==> src/rtl/mem_arb_pkg.sv <==
// Shared types for the memory port arbiter: FSM states and requester ids.
package mem_arb_pkg;

  typedef enum logic [1:0] {
    ARB_IDLE    = 2'd0,
    ARB_GRANT_I = 2'd1,
    ARB_GRANT_D = 2'd2
  } arb_state_t;

  typedef enum logic {
    REQ_I = 1'b0,
    REQ_D = 1'b1
  } req_id_t;

  // The requester on the opposite side of the given one.
  function automatic req_id_t other_side(input req_id_t side);
    return (side == REQ_I) ? REQ_D : REQ_I;
  endfunction

endpackage

==> src/rtl/arb_pick.sv <==
// Combinational winner selection for the memory port arbiter.
// Build option ARB_ROUND_ROBIN_EN: when defined, a tie goes to the side
// opposite the last grant; otherwise a tie always goes to the data side.
module arb_pick
  import mem_arb_pkg::*;
(
  input  logic    i_valid,
  input  logic    d_valid,
  input  req_id_t last_grant,
  output req_id_t winner,
  output logic    any_valid
);

  assign any_valid = i_valid | d_valid;

  // Single requester wins outright; a tie is resolved by the build option.
  always_comb begin
    winner = REQ_D;
    if (i_valid && d_valid) begin
`ifdef ARB_ROUND_ROBIN_EN
      winner = other_side(last_grant);
`else
      winner = REQ_D;
`endif
    end else if (i_valid) begin
      winner = REQ_I;
    end
  end

`ifndef ARB_ROUND_ROBIN_EN
  // Fixed priority ignores history; keep the port consumed.
  logic unused_last_grant;
  assign unused_last_grant = last_grant;
`endif

endmodule

==> src/rtl/mem_port_arbiter.sv <==
// Arbitrates a fetch (I) read port and a data (D) read/write port onto one
// shared memory port. One cycle of arbitration latency from idle, direct
// handoff to the other side on completion, saturating wait-cycle counter.
// Build option ARB_ROUND_ROBIN_EN selects round-robin tie breaking in idle.
module mem_port_arbiter
  import mem_arb_pkg::*;
#(
  parameter int BW_ADDRESS         = 32,
  parameter int BW_PROCESSOR_BLOCK = 64,
  parameter int BW_STALL_CNT       = 16
) (
  input  logic                          clk,
  input  logic                          rst_n,
  input  logic                          i_imem_valid,
  output logic                          o_imem_ready,
  input  logic [BW_ADDRESS-1:0]         i_imem_addr,
  output logic [BW_PROCESSOR_BLOCK-1:0] o_imem_rdata,
  input  logic                          i_dmem_valid,
  output logic                          o_dmem_ready,
  input  logic                          i_dmem_wen,
  input  logic [BW_ADDRESS-1:0]         i_dmem_addr,
  input  logic [BW_PROCESSOR_BLOCK-1:0] i_dmem_wdata,
  output logic [BW_PROCESSOR_BLOCK-1:0] o_dmem_rdata,
  output logic                          o_mem_valid,
  input  logic                          i_mem_ready,
  output logic                          o_mem_wen,
  output logic [BW_ADDRESS-1:0]         o_mem_addr,
  output logic [BW_PROCESSOR_BLOCK-1:0] o_mem_wdata,
  input  logic [BW_PROCESSOR_BLOCK-1:0] i_mem_rdata,
  output logic [BW_STALL_CNT-1:0]       o_stall_cnt
);

  arb_state_t                    state_reg, state_next;
  req_id_t                       last_grant_reg, last_grant_next;
  logic                          mem_valid_reg, mem_valid_next;
  logic                          mem_wen_reg, mem_wen_next;
  logic [BW_ADDRESS-1:0]         mem_addr_reg, mem_addr_next;
  logic [BW_PROCESSOR_BLOCK-1:0] mem_wdata_reg, mem_wdata_next;
  logic [BW_STALL_CNT-1:0]       stall_cnt_reg, stall_cnt_next;

  req_id_t pick_winner;
  logic    pick_any;
  logic    done;
  logic    grant_i;
  logic    grant_d;
  logic    waiting;

  arb_pick u_arb_pick (
    .i_valid    (i_imem_valid),
    .d_valid    (i_dmem_valid),
    .last_grant (last_grant_reg),
    .winner     (pick_winner),
    .any_valid  (pick_any)
  );

  // A transaction completes when the registered request meets memory ready.
  assign done = mem_valid_reg && i_mem_ready;

  assign o_imem_ready = done && (state_reg == ARB_GRANT_I);
  assign o_dmem_ready = done && (state_reg == ARB_GRANT_D);
  assign o_imem_rdata = i_mem_rdata;
  assign o_dmem_rdata = i_mem_rdata;
  assign o_mem_valid  = mem_valid_reg;
  assign o_mem_wen    = mem_wen_reg;
  assign o_mem_addr   = mem_addr_reg;
  assign o_mem_wdata  = mem_wdata_reg;
  assign o_stall_cnt  = stall_cnt_reg;

  // Next-state, grant decision and payload capture; the served side's valid
  // is ignored on completion so the other side gets the port next.
  always_comb begin
    state_next      = state_reg;
    last_grant_next = last_grant_reg;
    mem_valid_next  = mem_valid_reg;
    mem_wen_next    = mem_wen_reg;
    mem_addr_next   = mem_addr_reg;
    mem_wdata_next  = mem_wdata_reg;
    grant_i         = 1'b0;
    grant_d         = 1'b0;
    case (state_reg)
      ARB_IDLE: begin
        if (pick_any) begin
          grant_i = (pick_winner == REQ_I);
          grant_d = (pick_winner == REQ_D);
        end
      end
      ARB_GRANT_I: begin
        if (done) begin
          grant_d = i_dmem_valid;
          if (!i_dmem_valid) begin
            state_next     = ARB_IDLE;
            mem_valid_next = 1'b0;
          end
        end
      end
      ARB_GRANT_D: begin
        if (done) begin
          grant_i = i_imem_valid;
          if (!i_imem_valid) begin
            state_next     = ARB_IDLE;
            mem_valid_next = 1'b0;
          end
        end
      end
      default: begin
        state_next     = ARB_IDLE;
        mem_valid_next = 1'b0;
      end
    endcase
    if (grant_i) begin
      state_next      = ARB_GRANT_I;
      last_grant_next = REQ_I;
      mem_valid_next  = 1'b1;
      mem_wen_next    = 1'b0;
      mem_addr_next   = i_imem_addr;
      mem_wdata_next  = '0;
    end
    if (grant_d) begin
      state_next      = ARB_GRANT_D;
      last_grant_next = REQ_D;
      mem_valid_next  = 1'b1;
      mem_wen_next    = i_dmem_wen;
      mem_addr_next   = i_dmem_addr;
      mem_wdata_next  = i_dmem_wdata;
    end
  end

  // One count per cycle in which any valid requester is not the one being served.
  always_comb begin
    waiting = (i_imem_valid && (state_reg != ARB_GRANT_I)) ||
              (i_dmem_valid && (state_reg != ARB_GRANT_D));
    stall_cnt_next = stall_cnt_reg;
    if (waiting && (stall_cnt_reg != '1)) begin
      stall_cnt_next = stall_cnt_reg + BW_STALL_CNT'(1);
    end
  end

  // State and output registers; reset drops any transaction in flight.
  always_ff @(posedge clk or negedge rst_n) begin
    if (!rst_n) begin
      state_reg      <= ARB_IDLE;
      last_grant_reg <= REQ_D;
      mem_valid_reg  <= 1'b0;
      mem_wen_reg    <= 1'b0;
      mem_addr_reg   <= '0;
      mem_wdata_reg  <= '0;
      stall_cnt_reg  <= '0;
    end else begin
      state_reg      <= state_next;
      last_grant_reg <= last_grant_next;
      mem_valid_reg  <= mem_valid_next;
      mem_wen_reg    <= mem_wen_next;
      mem_addr_reg   <= mem_addr_next;
      mem_wdata_reg  <= mem_wdata_next;
      stall_cnt_reg  <= stall_cnt_next;
    end
  end

endmodule
==> config.mk <==
export PLATFORM = sky130hd
export DESIGN_NAME = mem_port_arbiter
export DESIGN_NICKNAME = d
export VERILOG_FILES = /design/src/rtl/mem_arb_pkg.sv /design/src/rtl/arb_pick.sv /design/src/rtl/mem_port_arbiter.sv
export SDC_FILE = /design/constraint.sdc
export NUM_CORES = 1
export LEC_CHECK = 0
export ABC_AREA = 1
export BUFFER_PORTS_ARGS = -buffer_cell sky130_fd_sc_hd__buf_2
export CORE_AREA = 10 10 163 165
export CTS_BUF_LIST = sky130_fd_sc_hd__clkbuf_4 sky130_fd_sc_hd__clkbuf_8
export DETAILED_ROUTE_END_ITERATION = 7
export DIE_AREA = 0 0 173 175
export RECOVER_POWER = 100
export SKIP_CTS_REPAIR_TIMING = 1
export SYNTH_ARGS = -nofsm -noshare
export SYNTH_HDL_FRONTEND = slang
export SYNTH_HIERARCHICAL = 1
export SYNTH_SLANG_ARGS = --single-unit
==> constraint.sdc <==
create_clock -name clk -period 4.82 [get_ports clk]
set_input_delay 0 -clock clk [delete_from_list [all_inputs] [get_ports clk]]
set_output_delay 0 -clock clk [all_outputs]
set_load 0.02 [all_outputs]
==> results.tsv <==
metric	value	unit
status	finished, violations left	
violations	capacitance limit, slew limit	
endpoint_kind	flip-flop	
fin_crit	3470	ps
path_common_cell	nand2_1	
track_usage	12.7	%
path_clk_slew	80	ps
coreArea	23300	um^2
gp_congestion	0.752	
crit_fanout	51	
max_slew_margin	-116	%
worstPathArrival	3830	ps
hold_class	input pin to output port	
p_leak	4.43	nW
period_share	71.9	%
die_height	175	um
cts_root_buffer	clkbuf_8	
power.density	274	nW/um^2
grt_max_degree	61	
pin_count	442	
antenna_left	0	
dp_hpwl	14300	um
worst-endpoint-required	5180	ps
drive_above_1_share	15.6	%
hold_violations	0	
worst-path-stages	8	
grt_pass1_wl	30400	um
critical_path.cell_chain	nand2_1 > inv_1 > nand3_1 > nand2_4 > nor2_1 > clkbuf_1 > nand2_1 > nand2_1	
fmax	288	MHz
synth_nets	1019	
holdWs	0.00975	ps
synth_cells	820	
mostFrequentLayoutCells	nand2_1 (458), dlygate4sd3_1 (132), buf_2 (132), clkbuf_1 (120), dfrtp_1 (116)	
routedWlPerCell	15.0	um
wl	21100	um
largest_reg_flops	64	
ir_worst_vdd	130	uV
synth_area	6190	um^2
reg2reg_to	o_mem_addr[7]	
overflow	0	
max_stage_delay	1690	ps
drv_cap	3	
crit_buf_inv	2	
drc_errors	0	
crit-reg2reg-launch	o_mem_valid	
numCtsBuffers	17	
drt_pass1_iterations	4	
rsz0062_at_grt	false	
clock_sinks	116	
design.die.area	30300	um^2
drtIter0Drc	274	
clk_latency	430	ps
fillers	2475	
reg2regPathDepth	8	
worst-slew-pin-transition	3230	ps
tns	0	ps
start_kind	flip-flop	
grt_pass1_vias	5437	
cts_tree	done	
port_buffers	249	
layout_commonest_cell	nand2_1	
finClkSkew	13.8	ps
slowest_stage	clkbuf_1	
syn_to_final_growth	34.6	%
antenna_found_initial	3	
setup-violations-final	0	
path_delay_family	buffers and inverters	
vias	5756	
start_util	26.6	%
cts_buffer_depth	2	
vias_per_cell	4.10	
crit_end	o_mem_addr[7]	
die_w	173	um
ys_warn_count	6	
crit_type	flip-flop to flip-flop	
finalPower	2.28	mW
cts_max_level	4	
critPathLaunch	o_mem_valid	
floorplan.rows	56	
nets	1268	
final_max_slew_viol_count	166	
reg2reg_slack	1350	ps
avgSynthCellArea	7.54	um^2
per-stage QoR:
step / instance area (um^2) / setup WS [ps] / cells / util (%)
floorplan: 6190 / 3090 / 820 / -
global placement: 6760 / 2590 / 1237 / 29.1
detailed placement: 6760 / 2540 / 1237 / 29.1
CTS: 7180 / 2530 / 1269 / 30.8
global route: 8330 / 890 / 1404 / 35.8
finish: 8330 / 1350 / 1404 / 35.8
power breakdown:
part | total (mW) | internal [mW] | switching, mW
clock network | 0.970 | 0.537 | 0.433
registers | 1.03 | 0.996 | 0.0346
logic | 0.280 | 0.146 | 0.134
cell type report:
class / instances / area, um^2 / share of cell area [%]
sequential: 116 / 2900 / 34.9
timing repair buffer: 386 / 2450 / 29.4
multi-input combinational: 525 / 2070 / 24.8
tap: 319 / 399 / 4.79
clock buffer: 20 / 263 / 3.15
clock inverter: 12 / 155 / 1.86
inverter: 23 / 86.3 / 1.04
antenna: 3 / 7.51 / 0.0901
routing by layer:
layer / vias up / global-route usage (%) / share of wire, %
met3: 67 / 6.04 / 8.4
li1: 2855 / - / -
met2: 240 / 20.6 / 48
met4: 0 / 6.14 / 3.9
met1: 2594 / 13.7 / 40
met5: - / 0 / 0
worst reg2reg max path: cells and delay by family, from the launching register on:
kind | cells | cell delay, ps
buf+inv | 2 | 1790
flops | 1 | 390
simple gates | 6 | 1240
worst min-delay path by stage:
| stage | from | to | slack (ps) | depth (start not counted) |
|---|---|---|---|---|
| finish | i_mem_rdata[5] | o_dmem_rdata[5] | 0.01 | 0 |
| floorplan | rst_n | o_mem_addr[0] | -300 | 0 |
| detailed placement | rst_n | o_mem_wdata[54] | -190 | 1 |
| global placement | rst_n | o_mem_wdata[54] | -190 | 1 |
| global route | i_mem_rdata[38] | o_dmem_rdata[38] | 0.04 | 0 |
| CTS | rst_n | o_mem_wdata[54] | -680 | 1 |
Power figures use the tool's default switching activity.
